==> src/rtl/ground_pixel_writer.sv <==
// ground_pixel_writer: depth-tested pixel writer for the ground-sample stream.
// It owns the per-frame clear of the depth and frame RAMs, then runs a 3-stage
// read / wait / compare-and-write pipeline with a two-deep write bypass.
//
// Handshake: 'en' is a qualifier with no back-pressure. A sample presented with
// en=1 in a cycle where busy=0 and frame_start=0 is either accepted (in range)
// or dropped (out of range). While busy=1 every en=1 sample is dropped. The
// pipeline never stalls.
module ground_pixel_writer #(
  parameter int WIDTH     = 321,
  parameter int HEIGHT    = 321,
  parameter int MAX_DEPTH = 511,
  parameter int BG_COLOR  = 0
) (
  input  logic        clk,
  input  logic        rst,
  input  logic        frame_start,
  input  logic        en,
  input  logic [9:0]  in_x,
  input  logic [9:0]  in_y,
  input  logic [9:0]  in_z,
  input  logic [9:0]  in_p,
  output logic [16:0] depth_rd_addr,
  input  logic [9:0]  depth_rd_data,
  output logic [16:0] wr_addr,
  output logic [9:0]  depth_wr_data,
  output logic        depth_we,
  output logic [9:0]  fb_wr_data,
  output logic        fb_we,
  output logic        busy,
  output logic [16:0] drawn_cnt,
  output logic [16:0] drop_cnt
);

  localparam logic [16:0] LP_LAST = 17'(WIDTH * HEIGHT - 1);
  localparam logic [16:0] LP_W    = 17'(WIDTH);
  localparam logic [16:0] LP_H    = 17'(HEIGHT);
  localparam logic [9:0]  LP_MAXD = 10'(MAX_DEPTH);
  localparam logic [9:0]  LP_BG   = 10'(BG_COLOR);
  localparam logic [16:0] LP_SAT  = 17'h1ffff;

  typedef enum logic {ST_CLEAR, ST_RUN} state_t;

  state_t      r_state, w_state_nxt;
  logic [16:0] r_clr_addr, w_clr_addr_nxt;
  logic        w_clear_we;

  logic        r_busy;
  logic        w_in_range, w_accept, w_drop;
  logic [16:0] w_addr;

  logic        r_s1_valid, r_s2_valid;
  logic [16:0] r_s1_addr, r_s2_addr;
  logic [9:0]  r_s1_z, r_s1_p, r_s2_z, r_s2_p;

  logic        r_we, r_prev_we;
  logic [16:0] r_wr_addr, r_prev_addr;
  logic [9:0]  r_wr_data, r_prev_data, r_fb_data;
  logic [9:0]  w_eff_depth;
  logic        w_commit;

  logic [16:0] r_drawn, r_drop;

  // State register and clear-sweep address.
  always_ff @(posedge clk or posedge rst) begin
    if (rst) begin
      r_state    <= ST_CLEAR;
      r_clr_addr <= '0;
    end else begin
      r_state    <= w_state_nxt;
      r_clr_addr <= w_clr_addr_nxt;
    end
  end

  // Next state: frame_start always restarts the sweep; CLEAR walks every address once.
  always_comb begin
    w_state_nxt    = r_state;
    w_clr_addr_nxt = r_clr_addr;
    w_clear_we     = 1'b0;
    if (frame_start) begin
      w_state_nxt    = ST_CLEAR;
      w_clr_addr_nxt = '0;
    end else if (r_state == ST_CLEAR) begin
      w_clear_we = 1'b1;
      if (r_clr_addr == LP_LAST) begin
        w_state_nxt    = ST_RUN;
        w_clr_addr_nxt = '0;
      end else begin
        w_clr_addr_nxt = r_clr_addr + 17'd1;
      end
    end
  end

  // Input qualification: negative coordinates show up as a set sign bit.
  always_comb begin
    w_in_range = !in_x[9] && !in_y[9] && ({7'd0, in_x} < LP_W) && ({7'd0, in_y} < LP_H);
    w_addr     = {7'd0, in_y} * LP_W + {7'd0, in_x};
    w_accept   = en && !frame_start && !r_busy && w_in_range;
    w_drop     = en && !frame_start && (r_busy || !w_in_range);
  end

  // Effective stored depth: newest in-flight write to the same pixel wins over RAM data,
  // because the RAM returns pre-write contents for the two most recent writes.
  always_comb begin
    w_eff_depth = depth_rd_data;
    if (r_we && (r_wr_addr == r_s2_addr)) begin
      w_eff_depth = r_wr_data;
    end else if (r_prev_we && (r_prev_addr == r_s2_addr)) begin
      w_eff_depth = r_prev_data;
    end
    w_commit = r_s2_valid && ($signed(r_s2_z) < $signed(w_eff_depth));
  end

  // S1 (address issue) and S2 (RAM latency); frame_start kills both stages.
  always_ff @(posedge clk or posedge rst) begin
    if (rst) begin
      r_s1_valid <= 1'b0;
      r_s1_addr  <= '0;
      r_s1_z     <= '0;
      r_s1_p     <= '0;
      r_s2_valid <= 1'b0;
      r_s2_addr  <= '0;
      r_s2_z     <= '0;
      r_s2_p     <= '0;
    end else begin
      r_s1_valid <= w_accept;
      if (w_accept) begin
        r_s1_addr <= w_addr;
        r_s1_z    <= in_z;
        r_s1_p    <= in_p;
      end
      r_s2_valid <= r_s1_valid && !frame_start;
      r_s2_addr  <= r_s1_addr;
      r_s2_z     <= r_s1_z;
      r_s2_p     <= r_s1_p;
    end
  end

  // S3 write port: clear writes or depth-test winners; previous write kept for the bypass.
  always_ff @(posedge clk or posedge rst) begin
    if (rst) begin
      r_we        <= 1'b0;
      r_wr_addr   <= '0;
      r_wr_data   <= '0;
      r_fb_data   <= '0;
      r_prev_we   <= 1'b0;
      r_prev_addr <= '0;
      r_prev_data <= '0;
    end else begin
      r_prev_we   <= r_we;
      r_prev_addr <= r_wr_addr;
      r_prev_data <= r_wr_data;
      if (frame_start) begin
        r_we <= 1'b0;
      end else if (w_clear_we) begin
        r_we      <= 1'b1;
        r_wr_addr <= r_clr_addr;
        r_wr_data <= LP_MAXD;
        r_fb_data <= LP_BG;
      end else if (w_commit) begin
        r_we      <= 1'b1;
        r_wr_addr <= r_s2_addr;
        r_wr_data <= r_s2_z;
        r_fb_data <= r_s2_p;
      end else begin
        r_we <= 1'b0;
      end
    end
  end

  // Busy stays high through the cycle showing the last clear write; saturating counters.
  always_ff @(posedge clk or posedge rst) begin
    if (rst) begin
      r_busy  <= 1'b1;
      r_drawn <= '0;
      r_drop  <= '0;
    end else begin
      r_busy <= frame_start || (r_state == ST_CLEAR);
      if (frame_start) begin
        r_drawn <= '0;
        r_drop  <= '0;
      end else begin
        if (w_commit && (r_drawn != LP_SAT)) r_drawn <= r_drawn + 17'd1;
        if (w_drop && (r_drop != LP_SAT))    r_drop  <= r_drop + 17'd1;
      end
    end
  end

  assign depth_rd_addr = r_s1_addr;
  assign wr_addr       = r_wr_addr;
  assign depth_wr_data = r_wr_data;
  assign fb_wr_data    = r_fb_data;
  assign depth_we      = r_we;
  assign fb_we         = r_we;
  assign busy          = r_busy;
  assign drawn_cnt     = r_drawn;
  assign drop_cnt      = r_drop;

endmodule

==> config.mk <==
export PLATFORM = sky130hd
export DESIGN_NAME = ground_pixel_writer
export DESIGN_NICKNAME = d
export VERILOG_FILES = /design/src/rtl/ground_pixel_writer.sv
export SDC_FILE = /design/constraint.sdc
export NUM_CORES = 1
export LEC_CHECK = 0
export CAP_MARGIN = 15
export CORE_AREA = 2 2 152 124
export DETAILED_ROUTE_END_ITERATION = 8
export DIE_AREA = 0 0 154 126
export PLACE_DENSITY = 0.95
export SYNTH_ARGS = -nofsm -noshare
export SYNTH_HDL_FRONTEND = slang
export SYNTH_SLANG_ARGS = --single-unit
==> constraint.sdc <==
create_clock -name clk -period 14.3 [get_ports clk]
set_input_delay 2.86 -clock clk [delete_from_list [all_inputs] [get_ports clk]]
set_output_delay 2.86 -clock clk [all_outputs]
set_load 0.02 [all_outputs]
# Word level (Yosys, flattened, before mapping)
# Cells that the tools add are included.
[totals]
out_inout_bits = 91
in_bits = 54
reg_bits = 195
[op_classes]
n_mux = 23
n_mul = 1
n_addsub = 4
n_eq_ne = 6
n_bitwise = 2
reduce_logical = 24
n_lt_le_gt_ge = 3
[op_table]
columns = ["operator", "n"]
rows = [
  ["17-bit two-way mux", 9],
  ["10-bit two-way mux", 6],
  ["17-bit by 1-bit adder with 17-bit output (second input constant)", 3],
  ["17-bit equality test", 2],
  ["17-bit inequality test (second input constant)", 2],
  ["10-bit by 9-bit < comparator with 1-bit output (second input constant)", 2],
  ["17-bit by 10-bit adder with 17-bit output", 1],
  ["17-bit equality test (second input constant)", 1],
  ["10-bit by 9-bit multiplier with 17-bit output (second input constant)", 1],
  ["1-bit logical AND", 13],
  ["10-bit < comparator", 1],
  ["1-bit two-way mux", 8],
  ["2-bit nonzero test", 3],
  ["1-bit logical NOT", 5],
  ["1-bit logical OR", 2],
  ["2-bit inequality test (second input constant)", 1],
  ["1-bit inverter", 2],
  ["2-bit AND reduction", 1],
]

# Longest topological paths before layout
[logic_depth]
ltp_word = 10
ltp_mapped = 20

# Least setup slack after synthesis
# OpenSTA, ideal clock, no wires.
[synth_path]
path_type = "input-to-reg"
start = "input port in_y[1]"
end = "register r_s1_addr[16], in the netlist depth_rd_addr[16]"
arrival_time_ns = 5.771
path_stages = 15
path_buffers = 0
t_required_ns = 14.167
path_slack_ns = 8.396
path_cell_list = "ha_1 -> ha_1 -> ha_1 -> ha_1 -> inv_1 -> fa_1 -> inv_1 -> ha_1 -> o2111ai_1 -> o211ai_1 -> nand2_1 -> o2111ai_1 -> a21oi_1 -> xnor2_1 -> o21ai_0"
[synth_via]
elab_chain_len = 3
elab_cells_between_ends = 5
classes_between = "add/sub (1); mul (1); order compare (1); reduce/logical (2)"
[synth_rtl]
columns = ["element", "line_no", "rtl"]
rows = [
  ["start, declared", "20", "input logic [9:0] in_y,"],
  ["parallel branches: the longest is 3 deep, another holds 10-bit by 9-bit multiplier with 17-bit output", "-", ""],
  ["end signal, assigned", "128", "r_s1_addr <= w_addr;"],
  ["end, declared", "53", "logic [16:0] r_s1_addr, r_s2_addr;"],
]
# Parallel ways; which one is timed is not known.
# A chain may end at the register's enable or synchronous reset.

# Final worst setup path
[layout_path]
start = "input port depth_rd_data[3]"
end = "register r_drawn[14], in the netlist drawn_cnt[14]"
[layout_via]
elab_chain_len = 6
[layout_rtl]
columns = ["element", "line_no", "rtl"]
rows = [
  ["start, declared", "24", "input logic [9:0] depth_rd_data,"],
  ["10-bit two-way mux", "108", "end else if (r_prev_we && (r_prev_addr == r_s2_addr)) begin"],
  ["10-bit two-way mux", "106", "if (r_we && (r_wr_addr == r_s2_addr)) begin"],
  ["10-bit < comparator", "111", "w_commit = r_s2_valid && ($signed(r_s2_z) < $signed(w_eff_depth));"],
  ["1-bit logical AND", "111", ""],
  ["1-bit logical AND", "183", "if (w_commit && (r_drawn != LP_SAT)) r_drawn <= r_drawn + 17'd1;"],
  ["2-bit nonzero test (no source line)", "-", ""],
  ["end signal, assigned", "183", ""],
  ["end, declared", "62", "logic [16:0] r_drawn, r_drop;"],
]
# No other way between the ends.

==> summary.md <==
| Metric | Value |
|---|---|
| Dpl cell area | `12100 um2` |
| Num CTS Buffers | `17` |
| Tmin final | `6.703 ns` |
| Height of the die | `126 um` |
| Most frequent cells in the layout | `193 x dfrtp_1, 170 x nand2_1, 143 x clkdlybuf4s50_1` |
| Die Wd | `154 um` |
| Setup total negative slack | `0 ns` |
| Share of layout cells above drive strength 1 | `4.805%` |
| Power Density | `99.33 nW/um2` |
| Hold Crit Depth | `0` |
| CTS tree | `done` |
| Number of top-level pins | `145` |
| Maximum vdd ir drop | `0.08876 mV` |
| CTS resizes | `0` |
| DR pass1 iterations | `8` |
| Slew Viols, Final | `0` |
| Clk Latency, worst-skew pair | `0.44 ns` |
| Max FO, Critical Path | `49` |
| Register area share after synthesis | `46.23%` |
| HPWL after detailed placement | `18910 um` |
| Via Count | `8998` |
| CTS Hold Bufs | `0` |
| Post-synthesis register bit count | `195` |
| CP arrival | `7.04 ns` |
| Initial Util | `59.01%` |
| Syn nets | `1233` |
| Max Root-Sink Buffers | `2` |
| Crit end category | `flop` |
| Final period util | `46.87%` |
| Total of max-cap violations | `0` |
| Asr flop ratio synth | `100.0%` |
| Nets@finish | `1350` |
| Initial antenna violation count | `1` |
| Netlist Area Pre-Place | `10560 um2` |
| Root buffer cell | `clkbuf_16` |
| Total global routing overflow | `0` |
| Req. time, crit path | `14.64 ns` |
| Largest net degree at the start of global routing | `124` |
| Post-CTS Setup Inserts | `0` |
| Area of all placed cells without fillers | `12670 um2` |
| GPL Wtd Cong | `0.8875` |
| Synth cell types | `57` |
| Setup violators final | `0` |
| Worst Hold Class | `flop to flop` |
| First-pass GRT wire length | `45080 um` |
| Startpoint types | `input port` |
| DRC | `0` |
| Mapped Cells | `1098` |
| Top FF cell, synth | `dfrtp_1` |
| ANT nets after route | `0` |
| Lkg Pwr | `5.678 nW` |
| Area grow syn2layout | `20.04%` |
| WS Path Type | `input port to flop` |
| Worst slew margin | `21.89%` |
| Vias in the first global route | `9043` |
| GRT Util Overall | `29.09%` |
| Die ar. | `19400 um2` |
| FF-to-FF setup slack | `8.36 ns` |
| Worst Skew | `0.009578 ns` |
| Clk pin slew, worst setup/hold paths | `0.08 ns` |
| Most common cell after layout, fill and taps aside | `dfrtp_1` |
| Avg WL per Cell | `18.91 um` |
| Worst Tran Pin Value | `1.169 ns` |
| Placeable Area | `17890 um2` |
| Num rows | `44` |
| Register-to-Register Path Depth | `17` |
| RSZ-0062 raised after global routing | `no` |
| H-tree levels | `4` |
| I/O Buffers | `144` |
| Final hold viol count | `0` |
| Status | `complete, no violations` |
| CTS Sinks | `195` |
| Max Clk Rate | `149.2 MHz` |
| Avg Vias per Cell | `6.167` |
| DRT iter0 DRCs | `853` |
| Drt total wl | `27600 um` |
| Post-synth EDFFs | `0` |
| Yosys warning total | `0` |
| Mean Syn Cell Area | `9.615 um2` |
worst paths after layout:
check | start | to
min in group asynchronous | rst | drop_cnt[16]
min | r_s1_p[5] | r_s2_p[5]
max in group asynchronous | rst | r_prev_data[1]
min reg2reg | r_s1_p[5] | r_s2_p[5]
max | depth_rd_data[3] | drawn_cnt[14]
max reg2reg | r_s2_addr[4] | drawn_cnt[14]
kinds of logic (layout without fill, tap and decap cells):
family	after synthesis	after routing	share of synthesized area, %
buf+inv	77	207	3.306
mux	43	43	4.124
simple gates	462	462	21.21
flops	195	195	46.23
fa+ha+maj	81	81	9.813
other cells	0	1	0
xor+xnor	63	63	5.226
compound gates	177	177	10.09
power breakdown:
| group | leakage, nW | total (mW) | switching [mW] | internal [mW] |
|---|---|---|---|---|
| registers | 2.56 | 0.583 | 0.0170 | 0.566 |
| logic | 2.85 | 0.212 | 0.120 | 0.0924 |
| clock network | 0.272 | 0.464 | 0.233 | 0.231 |
| total | 5.68 | 1.26 | 0.369 | 0.889 |
routing by layer:
metal / vias to the layer above / wire length [um] / track usage, %
met5: - / 0 / 0
met4: 0 / 911 / 13.25
met3: 70 / 2386 / 6.469
met2: 471 / 12830 / 46.50
met1: 4334 / 11470 / 38.30
li1: 4123 / - / -
worst max-delay path, cell delays in order:
cell             delay [ns]
clkdlybuf4s50_1        0.46
mux2i_1                0.07
nand2_1                0.09
o21ai_0                0.12
ha_1                   0.34
a21o_1                 0.17
a211o_1                0.29
o211ai_1               0.09
a21oi_1                0.13
a2111oi_0              0.78
a21oi_4                0.45
buf_4                  0.42
nor4b_1                0.39
mux2_2                 0.37
synth_stat cells (all sizes together), types with 3 or more instances:
cell / count / share of area [%]
dfrtp: 194 / 46
nand2: 170 / 6.0
ha: 78 / 9.2
nor2: 74 / 2.6
o21ai: 65 / 3.1
nand3: 63 / 3.0
clkbuf: 41 / 1.5
mux2i: 39 / 3.7
a21oi: 38 / 1.8
xor2: 35 / 2.9
xnor2: 28 / 2.3
nand2b: 27 / 1.6
nor3: 27 / 1.3
o22ai: 26 / 1.5
inv: 22 / 0.78
nand4: 19 / 1.1
buf: 14 / 1.1
and3: 13 / 0.77
o31ai: 13 / 0.92
nor2b: 12 / 0.71
or4: 12 / 0.85
nand3b: 10 / 0.71
nand4b: 9 / 0.75
nor4: 6 / 0.36
o211ai: 6 / 0.43
or3: 6 / 0.36
a211oi: 5 / 0.45
a21o: 4 / 0.28
a31oi: 4 / 0.24
mux2: 4 / 0.43
a31o: 3 / 0.25
and2: 3 / 0.18
fa: 3 / 0.57
nor4b: 3 / 0.25
or2: 3 / 0.18
through the flow:
stage               worst slack, ns  hold WS, ns  instances  power [mW]  utilization (%)
global placement              7.358       0.3572       1426      0.7923            67.64
finish                        7.597       0.3801       1459       1.259            70.83
global route                  7.380       0.3950       1458       1.309            70.82
CTS                           7.667       0.3808       1458       1.259            70.82
floorplan                     6.129       0.3535       1098      0.7332                -
detailed placement            7.235       0.3615       1426      0.8009            67.64
cell type report:
cell class | instances | area (um2)
inverter | 22 | 90.09
clock buffer | 17 | 425.4
tap | 230 | 287.8
fill | 1242 | 5219
clock inverter | 15 | 143.9
sequential | 195 | 4882
timing repair buffer | 153 | 1504
multi-input combinational | 826 | 5338
antenna | 1 | 2.502
flip-flops by register name, indices dropped and copies added (netlist names), 10 cells and up:
register / flops
drop_cnt: 17
depth_rd_addr: 17
r_s2_p: 10
r_s1_p: 10
r_clr_addr: 17
r_prev_addr: 17
drawn_cnt: 17
r_prev_data: 10
r_s1_z: 10
fb_wr_data: 10
depth_wr_data: 10
r_s2_addr: 17
r_s2_z: 10
wr_addr: 17
Power figures use the tool's default switching activity.
